File: src/rtl/cmp_sched.sv
// rtl/cmp_sched.sv - two-requester compare scheduler sharing one signed/unsigned comparator
// Round-robin grant in IDLE, one compute cycle in CMP, response held in RESP until accepted.

module cmp_sched #(
  parameter int WIDTH = 32
) (
  input  logic             clk,
  input  logic             rst_n,
  input  logic [1:0]       req_valid,
  output logic [1:0]       req_ready,
  input  logic [WIDTH-1:0] a0,
  input  logic [WIDTH-1:0] b0,
  input  logic [WIDTH-1:0] a1,
  input  logic [WIDTH-1:0] b1,
  input  logic [1:0]       sgn,
  output logic [1:0]       rsp_valid,
  input  logic [1:0]       rsp_ready,
  output logic [2:0]       rsp_res,
  output logic             busy
);

  typedef enum logic [1:0] {IDLE, CMP, RESP} state_t;

  state_t           state_q;
  logic [WIDTH-1:0] a_q, b_q;
  logic             sgn_q;
  logic             idx_q;
  logic             prio_q;
  logic [1:0]       rsp_valid_q;
  logic [2:0]       rsp_res_q;
  logic             busy_q;

  logic             gnt_idx;
  logic [1:0]       grant;
  logic signed [WIDTH:0] a_x, b_x;
  logic [2:0]       cmp_res_d;

  // Lone request wins outright; the pointer only breaks ties.
  always_comb begin
    gnt_idx = (req_valid == 2'b11) ? prio_q : req_valid[1];
    grant   = 2'b00;
    if (|req_valid) grant = gnt_idx ? 2'b10 : 2'b01;
  end

  assign req_ready = (state_q == IDLE && rst_n) ? grant : 2'b00;

  // Sign-extend in signed mode, zero-extend otherwise, then one signed compare covers both.
  always_comb begin
    a_x = {sgn_q & a_q[WIDTH-1], a_q};
    b_x = {sgn_q & b_q[WIDTH-1], b_q};
    if (a_x > b_x)       cmp_res_d = 3'b100;
    else if (a_x == b_x) cmp_res_d = 3'b010;
    else                 cmp_res_d = 3'b001;
  end

  always_ff @(posedge clk or negedge rst_n) begin
    if (!rst_n) begin
      state_q     <= IDLE;
      a_q         <= '0;
      b_q         <= '0;
      sgn_q       <= 1'b0;
      idx_q       <= 1'b0;
      prio_q      <= 1'b0;
      rsp_valid_q <= 2'b00;
      rsp_res_q   <= 3'b000;
      busy_q      <= 1'b0;
    end else begin
      case (state_q)
        IDLE: begin
          if (|req_valid) begin
            a_q     <= gnt_idx ? a1 : a0;
            b_q     <= gnt_idx ? b1 : b0;
            sgn_q   <= sgn[gnt_idx];
            idx_q   <= gnt_idx;
            prio_q  <= ~gnt_idx;
            busy_q  <= 1'b1;
            state_q <= CMP;
          end
        end
        CMP: begin
          rsp_res_q   <= cmp_res_d;
          rsp_valid_q <= idx_q ? 2'b10 : 2'b01;
          state_q     <= RESP;
        end
        RESP: begin
          if (rsp_ready[idx_q]) begin
            rsp_valid_q <= 2'b00;
            busy_q      <= 1'b0;
            state_q     <= IDLE;
          end
        end
        default: begin
          rsp_valid_q <= 2'b00;
          busy_q      <= 1'b0;
          state_q     <= IDLE;
        end
      endcase
    end
  end

  assign rsp_valid = rsp_valid_q;
  assign rsp_res   = rsp_res_q;
  assign busy      = busy_q;

endmodule

File: config.mk
export PLATFORM = sky130hd
export DESIGN_NAME = cmp_sched
export DESIGN_NICKNAME = d
export VERILOG_FILES = /design/src/rtl/cmp_sched.sv
export SDC_FILE = /design/constraint.sdc
export NUM_CORES = 1
export LEC_CHECK = 0
export CORE_MARGIN = 2
export CORE_UTILIZATION = 48
export CTS_BUF_LIST = sky130_fd_sc_hd__clkbuf_4 sky130_fd_sc_hd__clkbuf_8 sky130_fd_sc_hd__clkbuf_16
export DETAILED_ROUTE_END_ITERATION = 16
export PLACE_DENSITY = 0.86
export SKIP_LAST_GASP = 1
export SLEW_MARGIN = 20
export SYNTH_ARGS = -nofsm -noshare
export SYNTH_HDL_FRONTEND = slang
export SYNTH_SLANG_ARGS = --single-unit
File: constraint.sdc
create_clock -name clk -period 4 [get_ports clk]
set_input_delay 0.8 -clock clk [delete_from_list [all_inputs] [get_ports clk]]
set_output_delay 0.8 -clock clk [all_outputs]
set_load 0.05 [all_outputs]
==> flow_summary.yaml <==
timing:
  setup_viol: 0
  max_freq_mhz: 350
  relSlewSlack_pct: 37.3
  finalHoldViolations: 0
  tns_ns: 0
  rsz0062_at_grt: "false"
  tightest_slew_ns: 0.940
  min_period_ns: 2.86
  finalMaxSlewViolations: 0
  finalCritPeriodShare_pct: 71.4
  finalWorstSetupSlack_ns: 1.14
  fin_skew_ns: 0.00943
  holdWs_ns: 0.488
logic_synthesis:
  synth_edf_count: 0
  synthArstFlopShare_pct: 100
  synth_top_area_share_pct: 47.9
  synthCells: 381
  yosysWarningCount: 0
  syn_area_um2: 3920
  ys_seq_area_share_pct: 47.9
  ys_types: 35
  syn-num-nets: 549
  synth_most_common_cell: "inv_1"
  yosys-top-cells-area: "dfrtp_1, a222oi_1, ha_1, inv_1, a21oi_1"
  ys_seq_elements: 75
  syn_avg_cell_area_um2: 10.3
  synth_top_area_cell: "dfrtp_1"
  synthTopCellsByCount: "inv_1, dfrtp_1, a222oi_1, ha_1, nand2_1"
  synth_top_flop_cell: "dfrtp_1"
layout:
  drive_above_1_share_pct: 5.57
  seqCellArea_um2: 1880
  design_area_um2: 5680
  diodes: 0
  multi_input_area_um2: 1590
  nets: 684
  final_cells: 623
  area_delta_synth_final_pct: 44.9
  fin_util_pct: 72.8
  fillers: 544
global_route:
  grt_max_degree: 76
  antenna_found_initial: 0
  grt_overflow_total: 0
  globalRouteTotalUtil_pct: 23.9
  grt_pass1_wl_um: 16600
  grt_pass1_vias: 3581
cts:
  clkTransAtPathRegs_ns: 0.07
  cts_buffer_depth: 2
  ctsHoldBuffers: 0
  cts_sinks: 75
  tritoncts: "built"
  cts_setup_buffers: 0
  clk_latency_ns: 0.35
  htreeDepth: 3
  ctsResizeCount: 0
  cts_inserted_buffers: 9
  cts_root_buf: "clkbuf_8"
power_and_ir_drop:
  static-leakage-power_nw: 2.78
  vdd_drop_max_v: 0.000330
  power_mw: 4.15
  p_per_area_nw_per_um2: 731
placed_design:
  gp_congestion: 0.766
  placed_area_um2: 5430
  io_buffers: 143
  hpwlAfterDp_um: 7380
  place_ws_ns: 1.14
  dpl.cell_count: 607
worst_setup_path:
  cp.buffers_inverters: 2
  reg2reg_from: "b_q[29]"
  crit_fanout: 3
  crit_required_ns: 3.20
  critPathCaptureType: "primary output"
  start_kind: "input port"
  slowest_stage: "clkdlybuf4s50_1"
  cp_top_family: "buffers and inverters"
  cpPeakStageDelay_ns: 0.56
  path_class: "input port to primary output"
  crit_start: "req_valid[0]"
  worstPathArrival_ns: 2.06
  crit_chain: "clkdlybuf4s50_1 -> nand2b_1 -> and3_2 -> and2_1 -> buf_4"
route:
  vias_per_cell: 5.72
  vias: 3563
  remaining_drc_errors: 0
  postRouteAntennaNets: 0
  drt_iter0_markers: 400
  first_pass_iters: 9
  drt_wl_total_um: 10300
  routedWlPerCell_um: 16.6
hold_path:
  hold_class: "flip-flop to flip-flop"
  min-delay-start: "prio_q"
run:
  drv_cap: 0
die:
  die_h_um: 94.4
  core_um2: 7810
  rows: 32
  dieArea_um2: 8910
  die_x_um: 94.4
  io-pin-count: 144
  start_util_pct: 50.2
outcome:
  status: "finished, final reports clean"
==> sequential cells by signal (all words and copies together), names as in the netlist <==
signal	flops
idx_q	1
sgn_q	1
a_q	32
prio_q	1
rsp_res	3
state_q	2
busy	1
b_q	32
rsp_valid	2
==> metal layers <==
layer	GRT usage [%]	share of wire, %	vias to the layer above	wire (µm)
met5	0	0	-	0
met4	9.54	2.5	0	257
met3	3.67	7.2	22	742
met2	43.1	52	164	5330
met1	28.5	39	1706	4000
li1	-	-	1671	-
==> placed cells by master (no fill, tap or decap), types with 2 or more instances in the layout <==
cell type / instances
dfrtp_1: 75
inv_1: 99
a211oi_1: 2
a21o_1: 4
nand4_1: 5
nor3_1: 2
xor2_1: 2
mux2i_1: 2
clkinvlp_4: 3
buf_4: 6
clkdlybuf4s50_1: 140
nand2_1: 17
nor2b_1: 2
nand3_1: 2
nand2b_1: 3
a222oi_1: 65
o21ai_0: 10
clkbuf_8: 10
a21oi_1: 13
bufinv_16: 3
and2_1: 2
nor2_1: 6
ha_1: 32
==> final cells by class <==
cell class,count,area share [%]
sequential,75,33.0
multi-input combinational,184,28.0
timing repair buffer,147,25.8
inverter,99,6.54
clock buffer,10,2.42
tap,102,2.25
clock inverter,6,1.98
==> where the power goes <==
group          internal, mW  switching [mW]
sequential             1.14           0.256
combinational         0.917            1.13
clock                 0.431           0.280
total                  2.49            1.66
==> logic make-up (layout without fill, tap and decap cells) <==
family | count (synthesis) | count (layout) | share of synthesized area (%)
fa+ha+maj | 32 | 32 | 10.2
mux | 2 | 2 | 0.511
flops | 75 | 75 | 47.9
compound gates | 104 | 104 | 23.1
simple gates | 43 | 43 | 5.52
buf+inv | 122 | 262 | 12.1
xor+xnor | 3 | 3 | 0.670
==> final timing paths <==
check	to	slack (ns)	cells after the start
worst min-delay path	prio_q	0.49	1
worst max-delay path	req_ready[1]	1.14	5
worst min register to register	prio_q	0.49	1
worst max register to register	rsp_res[0]	1.91	9
max in group asynchronous	a_q[31]	2.67	2
min in group asynchronous	idx_q	0.69	2
(Power assumes the default switching activity.)
